**config.mk**
```make
export PLATFORM = sky130hd
export DESIGN_NAME = execute_stage_muldiv
export DESIGN_NICKNAME = d
export VERILOG_FILES = /design/src/rtl/execute_stage_muldiv.sv
export SDC_FILE = /design/constraint.sdc
export NUM_CORES = 1
export LEC_CHECK = 0
export ABC_AREA = 1
export CORE_ASPECT_RATIO = 1.75
export CORE_MARGIN = 4
export CORE_UTILIZATION = 30
export DETAILED_ROUTE_END_ITERATION = 8
export HOLD_SLACK_MARGIN = 0.02
export PLACE_DENSITY = 0.59
export SLEW_MARGIN = 10
export SYNTH_ARGS = -nofsm -noshare
export SYNTH_HDL_FRONTEND = slang
export SYNTH_SLANG_ARGS = --single-unit
```
**constraint.sdc**
```tcl
create_clock -name clk -period 6.39 [get_ports clk]
set_input_delay 0.639 -clock clk [delete_from_list [all_inputs] [get_ports clk]]
set_output_delay 0.639 -clock clk [all_outputs]
set_load 0.005 [all_outputs]
```
**src/rtl/execute_stage_muldiv.sv**
```systemverilog
// Execute stage: ALU path with EX/MEM and MEM/WB operand forwarding, an
// iterative unsigned multiply/divide unit that owns HI/LO, and the EX/MEM
// pipeline register. A multi-cycle MULTU/DIVU freezes the upstream pipeline
// through ex_stall and feeds bubbles into EX/MEM until it retires.
module execute_stage_muldiv #(
  parameter int DATA_W     = 32,
  parameter int REG_ADDR_W = 5,
  parameter int CU_W       = 4
) (
  input  logic                  clk,
  input  logic                  rst,
  input  logic                  id_ex_valid,
  input  logic [3:0]            id_ex_alu_ctrl,
  input  logic [2:0]            id_ex_md_op,
  input  logic                  id_ex_alusrc,
  input  logic                  id_ex_regdst,
  input  logic [CU_W-1:0]       id_ex_cu,
  input  logic [REG_ADDR_W-1:0] id_ex_rs,
  input  logic [REG_ADDR_W-1:0] id_ex_rt,
  input  logic [REG_ADDR_W-1:0] id_ex_rd,
  input  logic [DATA_W-1:0]     id_ex_rs_data,
  input  logic [DATA_W-1:0]     id_ex_rt_data,
  input  logic [DATA_W-1:0]     id_ex_imm,
  input  logic                  ex_mem_regwrite_fwd,
  input  logic                  mem_wb_regwrite,
  input  logic [REG_ADDR_W-1:0] mem_wb_rd,
  input  logic [DATA_W-1:0]     mem_wb_data,
  output logic                  ex_stall,
  output logic                  ex_mem_valid,
  output logic [CU_W-1:0]       ex_mem_cu,
  output logic [DATA_W-1:0]     ex_mem_result,
  output logic [DATA_W-1:0]     ex_mem_wdata,
  output logic [REG_ADDR_W-1:0] ex_mem_waddr,
  output logic [DATA_W-1:0]     hi,
  output logic [DATA_W-1:0]     lo
);

  localparam int CNT_W = $clog2(DATA_W + 1);

  localparam logic [1:0] ST_IDLE = 2'd0;
  localparam logic [1:0] ST_BUSY = 2'd1;
  localparam logic [1:0] ST_DONE = 2'd2;

  localparam logic [3:0] ALU_AND = 4'd0;
  localparam logic [3:0] ALU_OR  = 4'd1;
  localparam logic [3:0] ALU_ADD = 4'd2;
  localparam logic [3:0] ALU_SUB = 4'd6;
  localparam logic [3:0] ALU_SLT = 4'd7;

  localparam logic [2:0] MD_MULTU = 3'd1;
  localparam logic [2:0] MD_DIVU  = 3'd2;
  localparam logic [2:0] MD_MFHI  = 3'd3;
  localparam logic [2:0] MD_MFLO  = 3'd4;

  // Single-cycle ALU; unknown control codes give zero, SLT compares signed.
  function automatic logic [DATA_W-1:0] alu_f(input logic [3:0] ctrl,
                                              input logic [DATA_W-1:0] a,
                                              input logic [DATA_W-1:0] b);
    logic [DATA_W-1:0] r;
    case (ctrl)
      ALU_AND: r = a & b;
      ALU_OR:  r = a | b;
      ALU_ADD: r = a + b;
      ALU_SUB: r = a - b;
      ALU_SLT: r = {{(DATA_W-1){1'b0}}, ($signed(a) < $signed(b))};
      default: r = {DATA_W{1'b0}};
    endcase
    return r;
  endfunction

  // Forwarding source: EX/MEM beats MEM/WB, register $0 is never forwarded.
  function automatic logic [DATA_W-1:0] fwd_f(input logic [REG_ADDR_W-1:0] field,
                                              input logic [DATA_W-1:0] id_data,
                                              input logic [REG_ADDR_W-1:0] exm_addr,
                                              input logic [DATA_W-1:0] exm_data,
                                              input logic exm_we,
                                              input logic [REG_ADDR_W-1:0] wb_addr,
                                              input logic [DATA_W-1:0] wb_data,
                                              input logic wb_we);
    logic [DATA_W-1:0] r;
    if (exm_we && (exm_addr == field) && (field != {REG_ADDR_W{1'b0}})) begin
      r = exm_data;
    end else if (wb_we && (wb_addr == field) && (field != {REG_ADDR_W{1'b0}})) begin
      r = wb_data;
    end else begin
      r = id_data;
    end
    return r;
  endfunction

  // State registers
  logic [1:0]            state_q, state_d;
  logic [CNT_W-1:0]      cnt_q, cnt_d;
  logic [2*DATA_W-1:0]   acc_q, acc_d;   // mul: {partial, multiplier}; div: {remainder, quotient}
  logic [DATA_W-1:0]     opb_q, opb_d;   // multiplicand or divisor
  logic                  mul_q, mul_d;
  logic [DATA_W-1:0]     hi_q, hi_d, lo_q, lo_d;
  logic                  exm_valid_q, exm_valid_d;
  logic [CU_W-1:0]       exm_cu_q, exm_cu_d;
  logic [DATA_W-1:0]     exm_result_q, exm_result_d;
  logic [DATA_W-1:0]     exm_wdata_q, exm_wdata_d;
  logic [REG_ADDR_W-1:0] exm_waddr_q, exm_waddr_d;

  // Combinational signals
  logic [DATA_W-1:0]     fwd_a_s, fwd_b_s, alu_b_s, result_s;
  logic [REG_ADDR_W-1:0] waddr_s;
  logic                  md_start_s, stall_s;
  logic [DATA_W:0]       mul_sum_s, div_shift_s, div_diff_s;
  logic                  div_ge_s;
  logic [DATA_W-1:0]     div_rem_s;
  logic [2*DATA_W-1:0]   iter_s;

  // Operand forwarding, operand B mux, write address and result selection.
  always_comb begin
    fwd_a_s = fwd_f(id_ex_rs, id_ex_rs_data, exm_waddr_q, exm_result_q,
                    ex_mem_regwrite_fwd, mem_wb_rd, mem_wb_data, mem_wb_regwrite);
    fwd_b_s = fwd_f(id_ex_rt, id_ex_rt_data, exm_waddr_q, exm_result_q,
                    ex_mem_regwrite_fwd, mem_wb_rd, mem_wb_data, mem_wb_regwrite);
    alu_b_s = id_ex_alusrc ? id_ex_imm : fwd_b_s;
    waddr_s = id_ex_regdst ? id_ex_rd : id_ex_rt;
    case (id_ex_md_op)
      MD_MFHI: result_s = hi_q;
      MD_MFLO: result_s = lo_q;
      default: result_s = alu_f(id_ex_alu_ctrl, fwd_a_s, alu_b_s);
    endcase
  end

  // One shift-add multiply step or one restoring divide step.
  always_comb begin
    mul_sum_s   = {1'b0, acc_q[2*DATA_W-1:DATA_W]} +
                  (acc_q[0] ? {1'b0, opb_q} : {(DATA_W+1){1'b0}});
    div_shift_s = {acc_q[2*DATA_W-1:DATA_W], acc_q[DATA_W-1]};
    div_diff_s  = div_shift_s - {1'b0, opb_q};
    div_ge_s    = (div_shift_s >= {1'b0, opb_q});
    div_rem_s   = div_ge_s ? div_diff_s[DATA_W-1:0] : div_shift_s[DATA_W-1:0];
    if (mul_q) begin
      iter_s = {mul_sum_s, acc_q[DATA_W-1:1]};
    end else begin
      iter_s = {div_rem_s, acc_q[DATA_W-2:0], div_ge_s};
    end
  end

  // Start detection and stall; the start term is gated so reset forces stall low.
  always_comb begin
    md_start_s = rst && (state_q == ST_IDLE) && id_ex_valid &&
                 ((id_ex_md_op == MD_MULTU) || (id_ex_md_op == MD_DIVU));
    stall_s    = md_start_s || (rst && (state_q == ST_BUSY));
  end

  // Multiply/divide FSM next state, iteration datapath and HI/LO update.
  always_comb begin
    state_d = state_q;
    cnt_d   = cnt_q;
    acc_d   = acc_q;
    opb_d   = opb_q;
    mul_d   = mul_q;
    hi_d    = hi_q;
    lo_d    = lo_q;
    case (state_q)
      ST_IDLE: begin
        if (md_start_s) begin
          state_d = ST_BUSY;
          cnt_d   = CNT_W'(DATA_W);
          acc_d   = {{DATA_W{1'b0}}, fwd_a_s};
          opb_d   = fwd_b_s;
          mul_d   = (id_ex_md_op == MD_MULTU);
        end else begin
          state_d = ST_IDLE;
        end
      end
      ST_BUSY: begin
        acc_d = iter_s;
        cnt_d = cnt_q - CNT_W'(1);
        if (cnt_q == CNT_W'(1)) begin
          state_d = ST_DONE;
          hi_d    = iter_s[2*DATA_W-1:DATA_W];
          lo_d    = iter_s[DATA_W-1:0];
        end else begin
          state_d = ST_BUSY;
        end
      end
      ST_DONE: begin
        state_d = ST_IDLE;
      end
      default: begin
        state_d = ST_IDLE;
      end
    endcase
  end

  // EX/MEM next value: bubble while stalled or empty, GPR write masked on MD retire.
  always_comb begin
    exm_valid_d  = 1'b0;
    exm_cu_d     = {CU_W{1'b0}};
    exm_result_d = {DATA_W{1'b0}};
    exm_wdata_d  = {DATA_W{1'b0}};
    exm_waddr_d  = {REG_ADDR_W{1'b0}};
    if (!stall_s && id_ex_valid) begin
      exm_valid_d  = 1'b1;
      exm_cu_d     = id_ex_cu;
      exm_result_d = result_s;
      exm_wdata_d  = fwd_b_s;
      exm_waddr_d  = waddr_s;
      if (state_q == ST_DONE) begin
        exm_cu_d[0] = 1'b0;
      end else begin
        exm_cu_d[0] = id_ex_cu[0];
      end
    end else begin
      exm_valid_d = 1'b0;
    end
  end

  // All state registers, cleared asynchronously by the active-low reset.
  always_ff @(posedge clk or negedge rst) begin
    if (!rst) begin
      state_q      <= ST_IDLE;
      cnt_q        <= {CNT_W{1'b0}};
      acc_q        <= {(2*DATA_W){1'b0}};
      opb_q        <= {DATA_W{1'b0}};
      mul_q        <= 1'b0;
      hi_q         <= {DATA_W{1'b0}};
      lo_q         <= {DATA_W{1'b0}};
      exm_valid_q  <= 1'b0;
      exm_cu_q     <= {CU_W{1'b0}};
      exm_result_q <= {DATA_W{1'b0}};
      exm_wdata_q  <= {DATA_W{1'b0}};
      exm_waddr_q  <= {REG_ADDR_W{1'b0}};
    end else begin
      state_q      <= state_d;
      cnt_q        <= cnt_d;
      acc_q        <= acc_d;
      opb_q        <= opb_d;
      mul_q        <= mul_d;
      hi_q         <= hi_d;
      lo_q         <= lo_d;
      exm_valid_q  <= exm_valid_d;
      exm_cu_q     <= exm_cu_d;
      exm_result_q <= exm_result_d;
      exm_wdata_q  <= exm_wdata_d;
      exm_waddr_q  <= exm_waddr_d;
    end
  end

  assign ex_stall      = stall_s;
  assign ex_mem_valid  = exm_valid_q;
  assign ex_mem_cu     = exm_cu_q;
  assign ex_mem_result = exm_result_q;
  assign ex_mem_wdata  = exm_wdata_q;
  assign ex_mem_waddr  = exm_waddr_q;
  assign hi            = hi_q;
  assign lo            = lo_q;

endmodule

```
# Yosys cells after proc, flatten, opt, wreduce, memory -nomap -nowiden

Index checks and enable logic that the tools add are counted.

Add/subtract/negate cells: 5
$lt $le $gt $ge: 2
Eq/ne operators: 16
Muxes and demuxes: 24
Bitwise logic cells: 2
Reduce and logical (&&, ||, !) cells: 24

Operators with widths:

| cell                                                | count |
|---|---|
| 2-to-1 mux 32 bit                                   | 9 |
| case mux 32 bit (5 select lines)                    | 1 |
| 2-to-1 mux 64 bit                                   | 2 |
| case mux 64 bit (2 select lines)                    | 1 |
| case mux 32 bit (2 select lines)                    | 1 |
| subtractor 32 bit                                   | 2 |
| adder 32 x 32 -> 33 bit                             | 1 |
| greater-or-equal comparator 33 x 32 -> 1 bit        | 1 |
| adder 32 bit                                        | 1 |
| AND 32 bit                                          | 1 |
| < comparator 32 bit                                 | 1 |
| bitwise OR 32 bit                                   | 1 |
| equality test 5 bit                                 | 4 |
| logical AND 1 bit                                   | 13 |
| case mux 6 bit (2 select lines)                     | 1 |
| 2-to-1 mux 5 bit                                    | 2 |
| nonzero test 5 bit                                  | 2 |
| equality test 4 x 3 -> 1 bit, second input constant | 2 |
| equality test 3 x 2 -> 1 bit, second input constant | 2 |
| equality test 6 x 1 -> 1 bit, second input constant | 1 |
| 2-to-1 mux 6 bit                                    | 1 |
| AND reduction 2 bit                                 | 3 |
| subtractor 6 x 1 -> 6 bit, second input constant    | 1 |
| equality test 4 x 1 -> 1 bit, second input constant | 1 |
| other kinds (15)                                    | 18 |

Register bits: 243
Word-level logic and storage cells: 85

# Logic depth before layout (Yosys ltp)

Depth in word-level cells: 10
Depth in mapped cells: 28
Depth with buffers taken out: 27

# Least setup slack after synthesis

Ideal clock, no wire load.

Path kind: input port to flip-flop
Start point: input port mem_wb_rd[3]
End point: register exm_result_q[30] (netlist: ex_mem_result[30])
Setup time: 0.113 ns
Arrival: 3.393 ns
Path slack: 2.884 ns
Stages on the path: 25
Cell sequence: inv_1 > o22ai_1 > a211oi_4 > nand2_2 > buf_2 > nand2_1 > nand3_1 > o21ai_2 > nand2_1 > nand2_1 > inv_2 > ha_1 > fa_1 > nand3_1 > nand3_1 > nand2_1 > nand2_1 > nand2_1 > nand2_1 > nand2_1 > nand3_1 > nand3_1 > nand4_1 > nand2_1 > inv_1

Cells in the longest elaborated chain, start to end: 10
Elaborated cells on any way between the ends: 18

RTL lines:

| what                                            | line | source |
|---|---|---|
| start: declaration                              | 26   | `input logic [REG_ADDR_W-1:0] mem_wb_rd,` |
| equality test 5 bit                             | 83   | `end else if (wb_we && (wb_addr == field) && (field != {REG_ADDR_W{1'b0}})) begin` |
| logical AND 1 bit (2 in series)                 | 83   |  |
| 2-to-1 mux 32 bit                               | 83   |  |
| 2-to-1 mux 32 bit                               | 81   | `if (exm_we && (exm_addr == field) && (field != {REG_ADDR_W{1'b0}})) begin` |
| 2-to-1 mux 32 bit                               | 119  | `alu_b_s = id_ex_alusrc ? id_ex_imm : fwd_b_s;` |
| subtractor 32 bit, or another cell as far along | 64   | `ALU_SUB: r = a - b;` |
| case mux 32 bit (5 select lines) (*)            | 60   | `case (ctrl)` |
| case mux 32 bit (2 select lines) (*)            | 121  | `case (id_ex_md_op)` |
| 2-to-1 mux 32 bit (*)                           | 198  | `if (!stall_s && id_ex_valid) begin` |
| net exm_result_d[30]                            | 100  | `logic [DATA_W-1:0] exm_result_q, exm_result_d;` |
| end signal: assignment                          | 226  | `exm_result_q <= {DATA_W{1'b0}};` |
| end signal: assignment                          | 239  | `exm_result_q <= exm_result_d;` |
| end: declaration                                | 100  |  |

The timed path passes the listed nets; every way through them passes the cells marked *.
A chain may end at the register's enable or synchronous reset.

# Final worst setup path

Start point: input port id_ex_rs[1]
End point: register exm_result_q[26] (netlist: ex_mem_result[26])

Cells in the longest elaborated chain, start to end: 9
Elaborated cells on any way between the ends: 16

RTL lines:

| what                                            | line | source |
|---|---|---|
| start: declaration                              | 18   | `input logic [REG_ADDR_W-1:0] id_ex_rs,` |
| equality test 5 bit                             | 83   |  |
| logical AND 1 bit (2 in series)                 | 83   |  |
| 2-to-1 mux 32 bit                               | 83   |  |
| 2-to-1 mux 32 bit (*)                           | 81   |  |
| subtractor 32 bit, or another cell as far along | 64   |  |
| case mux 32 bit (5 select lines) (*)            | 60   |  |
| case mux 32 bit (2 select lines) (*)            | 121  |  |
| 2-to-1 mux 32 bit (*)                           | 198  |  |
| net exm_result_d[26]                            | 100  |  |

Marked as above.

==> impl_metrics.prom <==
# TYPE chip_impl_metric gauge
chip_impl_metric{name="fraction_of_synthesis_flops_using_an_asynchronous_set_or_reset_pin",unit="%"} 100.0
chip_impl_metric{name="dieHeight",unit="um"} 386.5
chip_impl_metric{name="timing_hold_violations_final",unit=""} 0
chip_impl_info{name="tritoncts",value="done"} 1
chip_impl_metric{name="placementRows",unit=""} 138
chip_impl_metric{name="grt_first_pass_wirelength",unit="um"} 187200
chip_impl_metric{name="grt_pass1_vias",unit=""} 28120
chip_impl_metric{name="area_of_the_multi_input_gates",unit="um2"} 15240
chip_impl_metric{name="initial_antenna_violation_count",unit=""} 6
chip_impl_metric{name="ff_latch_area",unit="um2"} 6083
chip_impl_metric{name="die-width",unit="um"} 224.3
chip_impl_metric{name="route.detailed.drc",unit=""} 0
chip_impl_metric{name="drt-vias-per-instance",unit=""} 5.175
chip_impl_metric{name="pwr_density_cell",unit="nW/um2"} 271.1
chip_impl_metric{name="p_leak",unit="uW"} 0.01592
chip_impl_info{name="r2r_end",value="ex_mem_result[26]$_DFF_PN0_"} 1
chip_impl_metric{name="gp_congestion",unit=""} 1.038
chip_impl_info{name="ys_dominant_reg_cell",value="sky130_fd_sc_hd__dfrtp_1"} 1
chip_impl_info{name="timing.critical_path.from_type",value="input port"} 1
chip_impl_metric{name="post_cts.repair.setup_buffers",unit=""} 0
chip_impl_metric{name="final_setup_violating_endpoints",unit=""} 0
chip_impl_metric{name="post_drt_wl_per_cell",unit="um"} 24.21
chip_impl_metric{name="grt_start_max_net_pins",unit=""} 70
chip_impl_metric{name="synth_warnings",unit=""} 0
chip_impl_metric{name="htree_num_levels",unit=""} 1
chip_impl_metric{name="ys_seq_area_share",unit="%"} 24.76
chip_impl_info{name="synthTopCellsByArea",value="sky130_fd_sc_hd__dfrtp_1, sky130_fd_sc_hd__nand2_1, sky130_fd_sc_hd__inv_1, sky130_fd_sc_hd__ha_1, sky130_fd_sc_hd__nand3_1"} 1
chip_impl_metric{name="io_buffers",unit=""} 304
chip_impl_metric{name="syn-cell-area",unit="um2"} 24560
chip_impl_metric{name="synthCells",unit=""} 4097
chip_impl_metric{name="longest_individual_stage_delay_on_the_worst_path",unit="ns"} 0.62
chip_impl_metric{name="yosys.cell_types.count",unit=""} 54
chip_impl_metric{name="areaGrowthSynthToFinish",unit="%"} 20.31
chip_impl_metric{name="synth-edff-count",unit=""} 0
chip_impl_metric{name="synth.top_cell.area_share",unit="%"} 24.76
chip_impl_info{name="worst_hold_startpoint",value="lo[27]$_DFFE_PN0P_"} 1
chip_impl_metric{name="fmax",unit="MHz"} 191.5
chip_impl_metric{name="slew-limit-headroom",unit="%"} 19.58
chip_impl_metric{name="dr_total_vias",unit=""} 27920
chip_impl_metric{name="worst_ep_arrival_time",unit="ns"} 5.72
chip_impl_metric{name="design.die.area",unit="um2"} 86690
chip_impl_info{name="crit_path_end_kind",value="flop"} 1
chip_impl_metric{name="finalWirelength",unit="um"} 130600
chip_impl_metric{name="clock_path_buffers",unit=""} 3
chip_impl_metric{name="timing.final.max_slew_violations",unit=""} 0
chip_impl_info{name="path_class",value="input port to flop"} 1
chip_impl_metric{name="final.setup.worst_slack",unit="ns"} 1.168
chip_impl_metric{name="mappedNetlistNets",unit=""} 4438
chip_impl_metric{name="grt-ovfl-total",unit=""} 0
chip_impl_metric{name="tightestPinTransition",unit="ns"} 1.205
chip_impl_metric{name="tns",unit="ns"} 0
chip_impl_metric{name="crit_fanout",unit=""} 26
chip_impl_metric{name="final.fill_count",unit=""} 8944
chip_impl_info{name="cts_root_buf",value="sky130_fd_sc_hd__clkbuf_16"} 1
chip_impl_metric{name="numClockSinks",unit=""} 243
chip_impl_metric{name="fin_crit_sh",unit="%"} 81.72
chip_impl_metric{name="ys_ff_latch",unit=""} 243
chip_impl_metric{name="number_of_cells_traversed_by_the_worst_register_to_register_path",unit=""} 19
chip_impl_metric{name="core",unit="um2"} 80980
chip_impl_info{name="worst_hold_path.endpoint",value="lo[27]$_DFFE_PN0P_"} 1
chip_impl_metric{name="path_clk_slew",unit="ns"} 0.08
chip_impl_info{name="holdCritPathClass",value="flop to flop"} 1
chip_impl_metric{name="worst_setup_slack_before_clock_tree_synthesis",unit="ns"} 0.7177
chip_impl_info{name="critical-path-top-cell-by-count",value="sky130_fd_sc_hd__nand2_1"} 1
chip_impl_info{name="yosys.area.top_type",value="sky130_fd_sc_hd__dfrtp_1"} 1
chip_impl_metric{name="worst-endpoint-required",unit="ns"} 6.88
chip_impl_info{name="grt_setup_unrepaired",value="no"} 1
chip_impl_metric{name="boundaryPins",unit=""} 305
chip_impl_metric{name="hpwlAfterDp",unit="um"} 107400
chip_impl_metric{name="ant_nets",unit=""} 0
chip_impl_info{name="status",value="finished clean"} 1
chip_impl_metric{name="skew",unit="ns"} 0.01751
chip_impl_metric{name="avgSynthCellArea",unit="um2"} 5.995
chip_impl_metric{name="drt_first_iter_violations",unit=""} 2142
chip_impl_metric{name="cts_buf_count",unit=""} 27
chip_impl_metric{name="starting_density_of_the_core",unit="%"} 30.33
chip_impl_metric{name="layout-drive-gt1-share",unit="%"} 6.221
chip_impl_metric{name="number_of_hold_buffers_added_after_cts",unit=""} 1
chip_impl_metric{name="finish.net_count",unit=""} 4663
chip_impl_metric{name="total_of_max_cap_violations",unit=""} 0
chip_impl_metric{name="maximum_vdd_drop",unit="V"} 0.0002927
chip_impl_metric{name="worstHoldPathCells",unit=""} 2
chip_impl_metric{name="count_of_tritonroute_iterations_in_the_first_routing_pass",unit=""} 7
chip_impl_metric{name="timing.final.crit_period",unit="ns"} 5.222
chip_impl_metric{name="postCtsResizedCells",unit=""} 0
chip_impl_metric{name="global_route.usage.total",unit="%"} 29.06
chip_impl_metric{name="insertion_delay",unit="ns"} 0.60
chip_impl_info{name="path_cells",value="clkdlybuf4s50_1 > inv_1 > nand2_1 > nor4_1 > nor3_1 > nand2_2 > buf_4 > buf_4 > o21ai_0 > ha_1 > nand2_1 > nor2_1 > nand3_1 > nand3b_1 > nand2_1 > nand2_1 > nand2_1 > nand3_1 > nand4_1 > nand2_1 > inv_1"} 1
chip_impl_info{name="worstReg2RegStart",value="ex_mem_waddr[2]$_DFF_PN0_"} 1
chip_impl_metric{name="worst-r2r-setup-slack",unit="ns"} 1.34
chip_impl_info{name="cp_slowest_cell",value="sky130_fd_sc_hd__ha_1"} 1
[how the worst max path moves through the flow]
stage,startpoint,end,slack (ns),cells after the start
after detailed placement,id_ex_rs[1],ex_mem_result[26]$_DFF_PN0_,0.72,21
after floorplan,mem_wb_rd[3],ex_mem_result[30]$_DFF_PN0_,2.88,25
after CTS,id_ex_rs[1],ex_mem_result[26]$_DFF_PN0_,1.34,21
final,id_ex_rs[1],ex_mem_result[26]$_DFF_PN0_,1.17,21
after global placement,id_ex_rs[1],ex_mem_result[18]$_DFF_PN0_,0.65,21
after global routing,id_ex_rs[2],ex_mem_result[27]$_DFF_PN0_,1.02,20
[logic make-up after synthesis]
| kind of cell | after synthesis | share of synthesized area [%] |
|---|---|---|
| AND/OR/NAND/NOR | 2324 | 40.34 |
| flip-flops | 243 | 24.76 |
| XOR/XNOR | 37 | 1.319 |
| AO/OA/AOI/OAI | 477 | 11.14 |
| buffers and inverters | 841 | 13.40 |
| adder cells (fa/ha/maj) | 175 | 9.038 |
[synthesized netlist by cell type, types with 37 or more instances]
| cell type | instances |
|---|---|
| sky130_fd_sc_hd__nand2_1 | 1466 |
| sky130_fd_sc_hd__inv_1 | 647 |
| sky130_fd_sc_hd__nand3_1 | 368 |
| sky130_fd_sc_hd__nor2_1 | 254 |
| sky130_fd_sc_hd__dfrtp_1 | 243 |
| sky130_fd_sc_hd__o21ai_0 | 185 |
| sky130_fd_sc_hd__ha_1 | 171 |
| sky130_fd_sc_hd__a21oi_1 | 125 |
| sky130_fd_sc_hd__clkbuf_1 | 75 |
| sky130_fd_sc_hd__buf_2 | 67 |
| sky130_fd_sc_hd__nand4_1 | 66 |
| sky130_fd_sc_hd__o21ai_1 | 43 |
| sky130_fd_sc_hd__o21bai_1 | 41 |
| sky130_fd_sc_hd__inv_2 | 39 |
| sky130_fd_sc_hd__or2_2 | 37 |
[cell type report]
type                    instances  share of cell area, %
multi-input cells            3013                  51.59
flip-flops and latches        243                  20.59
repair buffers                350                  11.49
inverters                     687                  8.727
well taps                    1050                  4.446
clock buffers                  34                  2.409
clock inverters                13                 0.7072
diodes                          5                0.04235
[sequential cells by signal (all words and copies together) (netlist names)]
register	flops
acc_q	64
state_q	2
hi	32
mul_q	1
ex_mem_waddr	5
lo	32
ex_mem_result	32
cnt_q	6
opb_q	32
ex_mem_wdata	32
ex_mem_valid	1
ex_mem_cu	4
[critical path, delay by kind of cell]
kind                       cells  cell delay, ns
and+or+nand+nor               14            2.82
buffers and inverters          5            1.28
AOI/OAI and AO/OA              1            0.29
adders and majority gates      1            0.62
[metrics by stage]
stage / power [uW] / instance area [um2] / hold WS, ns / util, % / std cells
2_1_floorplan: 4756 / 24560 / 0.3434 / - / 4097
3_3_place_gp: 6220 / 28600 / 0.4734 / 35.32 / 5342
3_5_place_dp: 6212 / 28600 / 0.4748 / 35.32 / 5342
4_1_cts: 7986 / 29530 / 0.4898 / 36.47 / 5390
5_1_grt: 8547 / 29540 / 0.5203 / 36.48 / 5393
6_report: 8011 / 29550 / 0.4915 / 36.49 / 5395
[metal layers]
metal	GRT usage [%]	share of wire, %
met3	2.852	5.7
met4	20.70	8.8
met5	0	0
met1	30.76	34
met2	53.19	51
[power breakdown]
part / internal (uW) / switching [uW] / leakage [uW] / total, uW
Clock: 993 / 759 / 0.000444 / 1750
Combinational: 1340 / 2910 / 0.0123 / 4250
Sequential: 1740 / 263 / 0.00321 / 2000
[cell usage in the layout (no fill, tap or decap), types with 6 or more instances in the layout]
cell                                 n
sky130_fd_sc_hd__clkbuf_16          27
sky130_fd_sc_hd__xnor2_1            13
sky130_fd_sc_hd__clkdlybuf4s50_1   303
sky130_fd_sc_hd__o21ai_2            30
sky130_fd_sc_hd__ha_1              171
sky130_fd_sc_hd__nand3_1           367
sky130_fd_sc_hd__nor2_1            252
sky130_fd_sc_hd__inv_2              41
sky130_fd_sc_hd__buf_4              45
sky130_fd_sc_hd__a21oi_1           125
sky130_fd_sc_hd__nand2_2            29
sky130_fd_sc_hd__nand3b_1           16
sky130_fd_sc_hd__o22ai_1            22
sky130_fd_sc_hd__and2_1             15
sky130_fd_sc_hd__nand2_1          1463
sky130_fd_sc_hd__nor3_1             31
sky130_fd_sc_hd__dfrtp_1           241
sky130_fd_sc_hd__o21ai_0           185
sky130_fd_sc_hd__inv_1             646
sky130_fd_sc_hd__o21bai_1           41
sky130_fd_sc_hd__o21ai_1            43
sky130_fd_sc_hd__xor2_1             24
sky130_fd_sc_hd__clkbuf_1            6
sky130_fd_sc_hd__nand3_2            25
sky130_fd_sc_hd__or2_2              37
sky130_fd_sc_hd__nand4_1            66
Note: power is estimated with default switching activity, not from simulation.
